## config.mk

```make
export PLATFORM = sky130hd
export DESIGN_NAME = ir_key_fifo
export DESIGN_NICKNAME = d
export VERILOG_FILES = /design/src/rtl/ir_key_fifo.sv
export SDC_FILE = /design/constraint.sdc
export NUM_CORES = 1
export LEC_CHECK = 0
export ABC_AREA = 1
export CORE_ASPECT_RATIO = 1.4
export CORE_MARGIN = 1
export CORE_UTILIZATION = 42
export CTS_CLUSTER_SIZE = 28
export DETAILED_ROUTE_END_ITERATION = 6
export GPL_TIMING_DRIVEN = 0
export SKIP_LAST_GASP = 1
export SLEW_MARGIN = 20
export SYNTH_ARGS = -nofsm -noshare
export SYNTH_HDL_FRONTEND = slang
export SYNTH_SLANG_ARGS = --single-unit
```

## constraint.sdc

```tcl
create_clock -name Clock -period 3.33 [get_ports Clock]
set_clock_uncertainty 0.1 [all_clocks]
set_input_delay 0.666 -clock Clock [delete_from_list [all_inputs] [get_ports Clock]]
set_output_delay 0.666 -clock Clock [all_outputs]
set_load 0.01 [all_outputs]
```

## src/rtl/ir_key_fifo.sv

```systemverilog
// ir_key_fifo: captures one key per decoder Ready pulse into a show-ahead FIFO with valid/ack drain.
// Optional repeat filter enabled by defining KEY_REPEAT_FILTER_EN.
module ir_key_fifo #(
    parameter int DEPTH   = 8,
    parameter int HOLDOFF = 1000000
) (
    input  logic                     Clock,
    input  logic                     Reset_n,
    input  logic [7:0]               Tecla,
    input  logic                     Ready,
    input  logic                     Clear,
    input  logic                     Key_Ack,
    output logic [7:0]               Key_Data,
    output logic                     Key_Valid,
    output logic [$clog2(DEPTH):0]   Count,
    output logic                     Overflow
);
    localparam int AW = $clog2(DEPTH);
    localparam int CW = AW + 1;

    if (DEPTH < 2 || (DEPTH & (DEPTH - 1)) != 0 || HOLDOFF < 1) begin : g_bad_cfg
        $error("ir_key_fifo: DEPTH must be a power of two >= 2 and HOLDOFF >= 1");
    end

    typedef enum logic {WAIT_PULSE, IN_PULSE} state_t;

    state_t          state_q, state_d;
    logic            arm_q, arm_d;
    logic [AW-1:0]   wr_ptr_q, wr_ptr_d, rd_ptr_q, rd_ptr_d;
    logic [CW-1:0]   count_q, count_d;
    logic            ovf_q, ovf_d;
    logic [7:0]      mem_q [DEPTH];
    logic [7:0]      mem_d [DEPTH];
    logic            cap, drop, keep, full, pop, push;

`ifdef KEY_REPEAT_FILTER_EN
    logic [7:0]      last_key_q, last_key_d;
    logic [31:0]     hold_q, hold_d;

    always_comb begin
        drop       = (Tecla == last_key_q) && (hold_q != 32'd0);
        last_key_d = cap ? Tecla : last_key_q;
        hold_d     = cap ? 32'(HOLDOFF - 1) : ((hold_q != 32'd0) ? hold_q - 32'd1 : 32'd0);
    end

    always_ff @(posedge Clock or negedge Reset_n) begin
        if (!Reset_n) begin
            last_key_q <= 8'h00;
            hold_q     <= 32'd0;
        end else begin
            last_key_q <= last_key_d;
            hold_q     <= hold_d;
        end
    end
`else
    assign drop = 1'b0;
`endif

    // arm_q blocks a capture from the tail of a pulse that was in flight when reset hit
    always_comb begin
        cap     = (state_q == WAIT_PULSE) && Ready && arm_q;
        state_d = (state_q == WAIT_PULSE) ? (cap ? IN_PULSE : WAIT_PULSE)
                                          : (Ready ? IN_PULSE : WAIT_PULSE);
        arm_d   = arm_q | ~Ready;
        keep    = cap && !drop;
        full    = (count_q == CW'(DEPTH));
        pop     = (count_q != '0) && Key_Ack && !Clear;
        push    = keep && (!full || pop) && !Clear;
        ovf_d   = Clear ? 1'b0 : (ovf_q | (keep && full && !pop));
        wr_ptr_d = Clear ? '0 : (push ? wr_ptr_q + AW'(1) : wr_ptr_q);
        rd_ptr_d = Clear ? '0 : (pop ? rd_ptr_q + AW'(1) : rd_ptr_q);
        count_d  = Clear ? '0 : count_q + CW'(push) - CW'(pop);
        mem_d    = mem_q;
        if (push)
            mem_d[wr_ptr_q] = Tecla;
    end

    always_ff @(posedge Clock or negedge Reset_n) begin
        if (!Reset_n) begin
            state_q  <= WAIT_PULSE;
            arm_q    <= 1'b0;
            wr_ptr_q <= '0;
            rd_ptr_q <= '0;
            count_q  <= '0;
            ovf_q    <= 1'b0;
            for (int i = 0; i < DEPTH; i++)
                mem_q[i] <= 8'h00;
        end else begin
            state_q  <= state_d;
            arm_q    <= arm_d;
            wr_ptr_q <= wr_ptr_d;
            rd_ptr_q <= rd_ptr_d;
            count_q  <= count_d;
            ovf_q    <= ovf_d;
            mem_q    <= mem_d;
        end
    end

    assign Key_Valid = (count_q != '0);
    assign Key_Data  = Key_Valid ? mem_q[rd_ptr_q] : 8'h00;
    assign Count     = count_q;
    assign Overflow  = ovf_q;
endmodule
```

==> results of run 1 <==
kinds of logic after synthesis:
logic type,after synthesis,synth area share
AND/OR/NAND/NOR,296,0.3598
buffers and inverters,56,0.06941
flip-flops,77,0.4568
XOR/XNOR,2,0.004154
adder cells (fa/ha/maj),9,0.02848
AO/OA/AOI/OAI,61,0.08128
where the power goes:
part / total [W] / switching [W] / internal, W
clock: 0.000905 / 0.000385 / 0.000519
combinational: 0.00147 / 0.000910 / 0.000560
sequential: 0.00122 / 0.000115 / 0.00110
stage by stage:
stage | utilization | std cells | cell area (sq um)
after global routing | 0.5039 | 667 | 4846
final | 0.5039 | 667 | 4846
after floorplan | - | 501 | 4218
after CTS | 0.5034 | 667 | 4841
after global placement | 0.4745 | 651 | 4563
after detailed placement | 0.4763 | 652 | 4581
layer usage:
layer  routed length [microns]  vias to the layer above  GRT usage
li1                          -                     1779          -
met1                      5052                     1834     0.3307
met2                      6091                      157     0.4196
met3                       709                       42    0.04096
met4                       818                        0     0.1854
met5                         0                        -          0
sequential cells by signal, summed over array words and instances, names as in the netlist:
register and flops:
rd_ptr_q 3, arm_q 1, Overflow 1, mem_q 64, wr_ptr_q 3, Count 4
state_q 1
Yosys cell counts:
master / n
sky130_fd_sc_hd__nand2_1: 148
sky130_fd_sc_hd__dfrtp_1: 77
sky130_fd_sc_hd__nand4_1: 64
sky130_fd_sc_hd__nor2_1: 63
sky130_fd_sc_hd__o21ai_0: 20
sky130_fd_sc_hd__o21ai_1: 19
sky130_fd_sc_hd__inv_1: 12
sky130_fd_sc_hd__buf_2: 10
sky130_fd_sc_hd__clkbuf_1: 9
sky130_fd_sc_hd__ha_1: 8
sky130_fd_sc_hd__nor3_4: 8
sky130_fd_sc_hd__o211ai_1: 8
sky130_fd_sc_hd__o22ai_1: 8
sky130_fd_sc_hd__clkbuf_2: 7
sky130_fd_sc_hd__buf_6: 6
sky130_fd_sc_hd__inv_2: 5
sky130_fd_sc_hd__nand4_4: 5
sky130_fd_sc_hd__a21oi_1: 3
sky130_fd_sc_hd__buf_4: 3
sky130_fd_sc_hd__nand4_2: 3
sky130_fd_sc_hd__buf_1: 2
sky130_fd_sc_hd__inv_4: 2
sky130_fd_sc_hd__nand3_1: 2
sky130_fd_sc_hd__a21o_1: 1
sky130_fd_sc_hd__a21oi_2: 1
sky130_fd_sc_hd__a31oi_1: 1
sky130_fd_sc_hd__fa_1: 1
sky130_fd_sc_hd__nand2_4: 1
sky130_fd_sc_hd__nand3_4: 1
sky130_fd_sc_hd__nor3b_2: 1
sky130_fd_sc_hd__xnor2_1: 1
sky130_fd_sc_hd__xor2_1: 1
worst max path at each step:
stage                   to  cells after the start  slack (ns)        start
2_1_floorplan     Count[2]                     12        0.72        Clear
3_3_place_gp     mem_q[59]                      1       -1.35      Reset_n
3_5_place_dp      Count[1]                     13       -0.17        Clear
4_1_cts        Key_Data[6]                      7        0.05  rd_ptr_q[0]
5_1_grt        Key_Data[6]                      7       0.003  rd_ptr_q[0]
6_report       Key_Data[7]                      7        0.11  rd_ptr_q[0]
worst max-delay path: stages (launching register included):
cell and delay, ns:
sky130_fd_sc_hd__dfrtp_1 0.46, sky130_fd_sc_hd__inv_2 0.14, sky130_fd_sc_hd__clkbuf_1 0.43, sky130_fd_sc_hd__nor2_1 0.09, sky130_fd_sc_hd__o211ai_1 0.19, sky130_fd_sc_hd__nand2_1 0.10, sky130_fd_sc_hd__nor2_1 0.14, sky130_fd_sc_hd__clkdlybuf4s50_1 0.56
cell type report:
type | instances | area [sq um] | share of cell area
Clock buffer | 13 | 250.2 | 0.05164
Tap cell | 132 | 165.2 | 0.03408
Timing Repair Buffer | 19 | 197.7 | 0.04080
Sequential cell | 77 | 1927 | 0.3976
Clock inverter | 2 | 10.01 | 0.002066
Inverter | 19 | 76.32 | 0.01575
Buffer | 37 | 221.5 | 0.04570
Multi-Input combinational cell | 368 | 1998 | 0.4123
timing repair:
action | CTS | global route
resized for setup | 0 | 8
setup endpoints to repair | 0 | 7
setup buffers | 0 | 0
==> results.txt, run 1 <==
The run finished with clean final reports. The startpoint identified for the worst register-to-register timing path is Count[2]. In this run the remaining antenna-violating nets after routing total 0.

Most area-hungry cell type in the Yosys netlist: sky130_fd_sc_hd__dfrtp_1. The part of the cycle the worst path needs came out at 0.9669. In this run the register-to-register setup slack is 0.51 ns. For the via count of the first global-routing pass, the log shows 3,712. Measured along the y axis, the die boundary spans 120.6 microns.

STA classifies the critical path endpoint as a primary output. Ranked by total cell area, the synthesized netlist is headed by sky130_fd_sc_hd__dfrtp_1 46%, sky130_fd_sc_hd__nand2_1 13%, sky130_fd_sc_hd__nand4_1 9.5%, sky130_fd_sc_hd__nor2_1 5.6%, sky130_fd_sc_hd__nor3_4 3.1%. For the die outline area, the log shows 10,450 sq um. Summed over all nets, the half-perimeter wirelength after detailed placement is 8760 microns. Summing over every cut layer, the via total after detailed routing is 3,812. The number of hold-slack violations in the final timing report was 0. After clock tree synthesis, the clock-pin slew on the worst setup and hold paths is 0.06 ns.

The worst setup path is launched from a flip-flop. The run gives 40 as the maximum number of pins on one net before global-route repair. Final routed wirelength across all metal layers: 12,670 microns. In this run, CTS created clock tree buffers numbering 9. TritonCTS built the clock tree. The tools report the total of warnings raised by yosys as 0. Leaving out fill and tap cells, the most frequent cells in the layout are 148 x sky130_fd_sc_hd__nand2_1, 77 x sky130_fd_sc_hd__dfrtp_1, 64 x sky130_fd_sc_hd__nand4_1.

Worst-case vdd ir drop: 0.3538 mV. After synthesis the netlist holds a flip-flop and latch count of 77. In this run the core area contains 42 standard-cell rows.

The starting utilization of the core area came out at 0.4386. The combined global-route utilization of all metal layers was 0.2657; the hold buffer count at cts was 0. The depth of the worst register-to-register path is 14, and the number of nets at the end of the flow is 553. The share of layout cells above drive strength 1 was 0.1327. In the final routed layout, each cell accounts on average for 19.00 microns.

Derived from the worst setup path, the maximum achievable clock frequency is 310.6 MHz. The H-tree depth is 3, and the clock sink count is 77. Final worst slack: 0.1103 ns. Setup repair after global routing left no endpoint under its margin.

Power comes to 0.003595 W. The register area share after synthesis is 0.4568. The clock latency on the worst-skew pair is 0.34 ns. Compared with the post-synthesis result, the final layout area differs by 14.89%. The final count of negative-setup-slack endpoints is 0. The number of antenna violations at the first check in global routing is 0. Summed over all cells, the static leakage comes to 2.424 nW.

The worst register-to-register path ends at Count[1]. OpenSTA, run right after detailed placement, puts the worst setup slack at -0.1700 ns. Hold is met by 0.1906 ns. The floorplan step set the die width to 86.70 microns.

The number of diodes added for antenna fixing came out at 0. The net count of the mapped netlist is 523. In this run the standard cell core region covers 9617 sq um.

Data arrives at the worst endpoint at 2.45 ns. The detailed router finished its first iteration with 245 violations. The first global-routing pass estimated 20,300 microns of wire.

In this run the mean area of a mapped cell was 8.419 sq um. The tools report the number of filler cells placed in the layout as 937. In this run the power density over the cells is 741.9 nW/um^2. Clock root buffer: sky130_fd_sc_hd__clkbuf_16.

After synthesis the cells add up to 4218 sq um. The worst-case headroom to the max-slew limit was 0.6139; the clock period minus worst slack was 3.220 ns. Along the worst path, the maximum fanout reaches 10. In this run the deepest clock path goes through 2 buffers. The path type of the worst setup path is reg2out. The portion of synthesized cell area occupied by the leading cell type works out to 0.4568. The number of different library cells used by synthesis comes to 32. The max-capacitance violation count was 0.

Summed over all failing endpoints, the final setup total negative slack is 0 ns. At the end of routability-driven placement, the weighted congestion stood at 0.8554. The cell count after synthesis came out at 501.

In the routed design, unresolved DRC markers number 0. At the pin with the least slew margin, the transition time is 0.5772 ns. Buffers placed on the I/O ports in this run total 18. After detailed routing, the number of vias per cell comes to 5.715. Data on the critical path is required at its endpoint by 2.56 ns. The final count of pins violating max slew was 0.

27 I/O pins were placed. For this run, the detailed router's first-pass iteration total came to 5. The total overflow reported by the global router is 0. The min-delay analysis places its worst path in the category in2async. Leaving out fill and tap cells, the most frequent cell in the layout is sky130_fd_sc_hd__nand2_1.
(Power assumes the default switching activity.)
==> inputs of run 2 (changes only) <==
- ABC_AREA: 1 -> default
==> run 2 against run 1 <==
Design area is 10% lower; sequential cell count stayed put; critical path depth is 1 lower; clock power is 0.7% higher; non-clock buffer count is 23 lower; wire length is 40% lower; die area is 14% lower; largest cell class is now sequential cells; largest power group is now sequential cells; highest routed layer unchanged.
==> results.txt, run 2 <==
The flow ran to the end, and the final reports show no timing, DRC or antenna violations. The number of flops mapped to enable cells by yosys was 0; the number of flip-flops under the largest register name was 64. Proportion of register bits with asynchronous set or reset after synthesis: 1.000. The complex-gate fraction of the synthesized area came out at 0.03623. The logs give 0 for the number of setup buffers added after CTS and 2 for the maximum count of clock buffers along a single path.

The combined buffer and inverter count along the critical path is 2. The run gives 263 as the net count of the mapped netlist. The path type of the worst setup path is reg2out.

After synthesis, the most frequently instantiated cells are 77 x sky130_fd_sc_hd__dfrtp_1, 63 x sky130_fd_sc_hd__mux2_2, 16 x sky130_fd_sc_hd__mux4_2. Clock-pin slew was measured on the worst setup and hold paths at 0.06 ns. The worst setup path is captured at a primary output.

For this design, the CTS-stage hold fixing added 0 buffers. The slew at the pin closest to its max-slew limit came out at 0.8148 ns. The master of the slowest instance on the critical path is sky130_fd_sc_hd__or3b_2.

In this run the count of I/O pins placed on the die edge is 27. The number of hold-slack violations in the final timing report is 0. The die outline height came out at 111.9 microns. The critical path goes through inv_1, ha_4, or3b_2, and2_4, a22o_1, clkdlybuf4s50_1.

The run gives 8247 sq um as the area of the placeable core. The delay of the slowest critical-path stage was 0.50 ns. The logs give 4039 sq um for the post-placement cell area and 4 for the first-pass iteration count of the detailed router.

For the via count of the first global-routing pass, the log shows 2,163. The wire length of the first global-routing pass was 11,820 microns; the final routed wirelength across all metal layers was 7553 microns. The run gives 0.4545 as the worst-case headroom to the max-slew limit. Counting tap cells, the placed design contains a total of 370 instances. The family of cells with the greatest summed delay on the critical path is simple AND/OR/NAND/NOR gates.

The portion of synthesized cell area occupied by the leading cell type was 0.5314; the total power density per cell area was 709.4 nW/um^2. The largest fanout of any net on the critical path is 8, and the count of vias placed by the detailed router is 2,106. In the layout the commonest cells are 77 x sky130_fd_sc_hd__dfrtp_1, 63 x sky130_fd_sc_hd__mux2_2, 24 x sky130_fd_sc_hd__clkdlybuf4s50_1. The die covers 9014 sq um.

The run gives 0 as the max-capacitance violation count. TritonCTS built the clock tree. Share of the synthesized netlist area taken by xor and xnor gates: 0.01208.

Register bank with the most flops: mem_q. Routability-driven placement finished with a final weighted congestion of 0.7316. For the number of remaining DRC errors, the log shows 0. For the worst-skew pair, the clock arrives at the later sink with an insertion delay of 0.33 ns. Buffers placed on the I/O ports in this run total 26. The analysis attributes to cell leakage a power of 2.005 nW. The final count of pins violating max slew came out at 0. The synthesized area per cell works out to 15.05 sq um. Summing every instance area after synthesis gives 3626 sq um. The tightest min-delay check is of the in2async type. The instance count of the mapped netlist came out at 241. The number of diodes added for antenna fixing is 0.

The most used flip-flop cell after synthesis is sky130_fd_sc_hd__dfrtp_1. After synthesis, the largest family of logic cells by area is multiplexers. After floorplanning, the core was divided into 39 placement rows. The run gives 3 as the H-tree depth. The number of antenna violations at the first check in global routing is 0, and the average wire per cell in the routed design is 19.72 microns. The run gives 2.43 ns as the data arrival time of the critical path. Detailed placement ended at an HPWL of 4926 microns. For the smallest hold slack, the log shows 0.1618 ns. After synthesis, the cell types taking the most area are sky130_fd_sc_hd__dfrtp_1 53%, sky130_fd_sc_hd__mux2_2 20%, sky130_fd_sc_hd__mux4_2 9.9%, sky130_fd_sc_hd__ha_1 2.8%, sky130_fd_sc_hd__a22o_1 1.9%.

The antenna violation net count after detailed routing was 0; the adder-cell area share of the yosys netlist was 0.03313. The tools report the number of DRC markers after the initial detailed-route iteration as 76. STA classifies the critical path startpoint as a flip-flop. The die is 80.53 microns wide. The area growth from synthesis to layout is 20.01%. The clock period minus worst slack is 3.197 ns. The share of layout cells above drive strength 1 was 0.3950; the total overflow reported by the global router was 0. VDD sags by at most 0.3646 mV. Summed over all instances, the cell type with the most area after synthesis is sky130_fd_sc_hd__dfrtp_1. The library cell used most frequently in the layout, excluding fill and tap cells, is sky130_fd_sc_hd__dfrtp_1. The post-synthesis simple-gate area fraction works out to 0.07212. Before CTS, the worst setup slack after placement is -0.3006 ns.

The logs give 312.8 MHz for the maximum operating frequency and 4352 sq um for the final instance area. Once routing completed, OpenROAD measured the worst setup slack at 0.1326 ns. Counting flops and latches in the post-synthesis netlist gives 77.

The net count of the finished layout is 299. The part of the cycle the worst path needs works out to 0.9602. The tools report the total of warnings raised by yosys as 0. The proportion of synthesized area in mux cells was 0.3009.

The most instantiated library cell after synthesis was sky130_fd_sc_hd__dfrtp_1. The run gives 2.56 ns as the data required time at the worst endpoint. The tools report the clock sink count as 77. The final core area utilization was 0.5277. Leaving out filler cells and counting taps, the final layout contains 383.

Setup violations remaining at the end of the flow were counted as 0. The number of library cell types mapped by synthesis was 36. The ratio of routed vias to standard cells is 5.499. TritonCTS created 9 clock buffers. Entering global routing, the biggest net connects 53 pins.

The run gives 0.4397 as the starting utilization of the core area. The clock root buffer was sky130_fd_sc_hd__clkbuf_16. Setup repair after global routing left no endpoint under its margin.

The combined global-route utilization of all metal layers came out at 0.1884. The register area share after synthesis is 0.5314.
==> run 2: area by class of cell <==
| type | instances | area [sq um] |
|---|---|---|
| Buffer | 6 | 36.28 |
| Clock buffer | 14 | 274.0 |
| Clock inverter | 1 | 5.005 |
| Fill cell | 721 | 3895 |
| Inverter | 5 | 18.77 |
| Multi-Input combinational cell | 151 | 1675 |
| Sequential cell | 77 | 1927 |
| Tap cell | 102 | 127.6 |
| Timing Repair Buffer | 27 | 287.8 |
==> run 2: per-stage QoR <==
stage	TNS [ns]	power, W
floorplan	0	0.001786
global placement	-104.35	0.002152
detailed placement	-0.7994	0.002176
CTS	0	0.003132
global route	0	0.003266
finish	0	0.003087
==> run 2: logic make-up (layout without fill, tap and decap cells) <==
group,Yosys count,count (layout)
flip-flops,77,77
AO/OA/AOI/OAI,17,17
adder cells (fa/ha/maj),9,9
AND/OR/NAND/NOR,39,39
multiplexers,81,81
buffers and inverters,13,53
XOR/XNOR,5,5
==> run 2: final timing paths <==
check	startpoint	end	depth (start not counted)	slack [ns]
setup / recovery	Count[3]	Key_Data[1]	6	0.13
hold / removal	Reset_n	mem_q[54]	1	0.16
setup reg to reg	Count[3]	Count[2]	11	0.51
hold reg to reg	mem_q[10]	mem_q[10]	1	0.39
max in group asynchronous	Reset_n	mem_q[23]	2	2.38
min in group Clock	mem_q[10]	mem_q[10]	1	0.39
==> run 2: power by group <==
group	total (W)	switching [W]	leakage [nW]	internal, W
Sequential	0.00115	0.0000738	1.04	0.00108
Clock	0.000911	0.000351	0.139	0.000560
Combinational	0.00102	0.000453	0.831	0.000572
Total	0.00309	0.000878	2.01	0.00221
==> run 2: repair_timing <==
action	CTS	global route
endpoints found under the setup margin	8	11
pin swaps	2	0
gates resized for setup	9	4
cloned	0	0
==> run 2: routing by layer <==
layer | vias to the layer above | share of wire | GRT usage
met2 | 32 | 0.49 | 0.2774
li1 | 973 | - | -
met1 | 1092 | 0.47 | 0.2650
met5 | - | 0 | 0
met3 | 9 | 0.024 | 0.04590
met4 | 0 | 0.017 | 0.07857
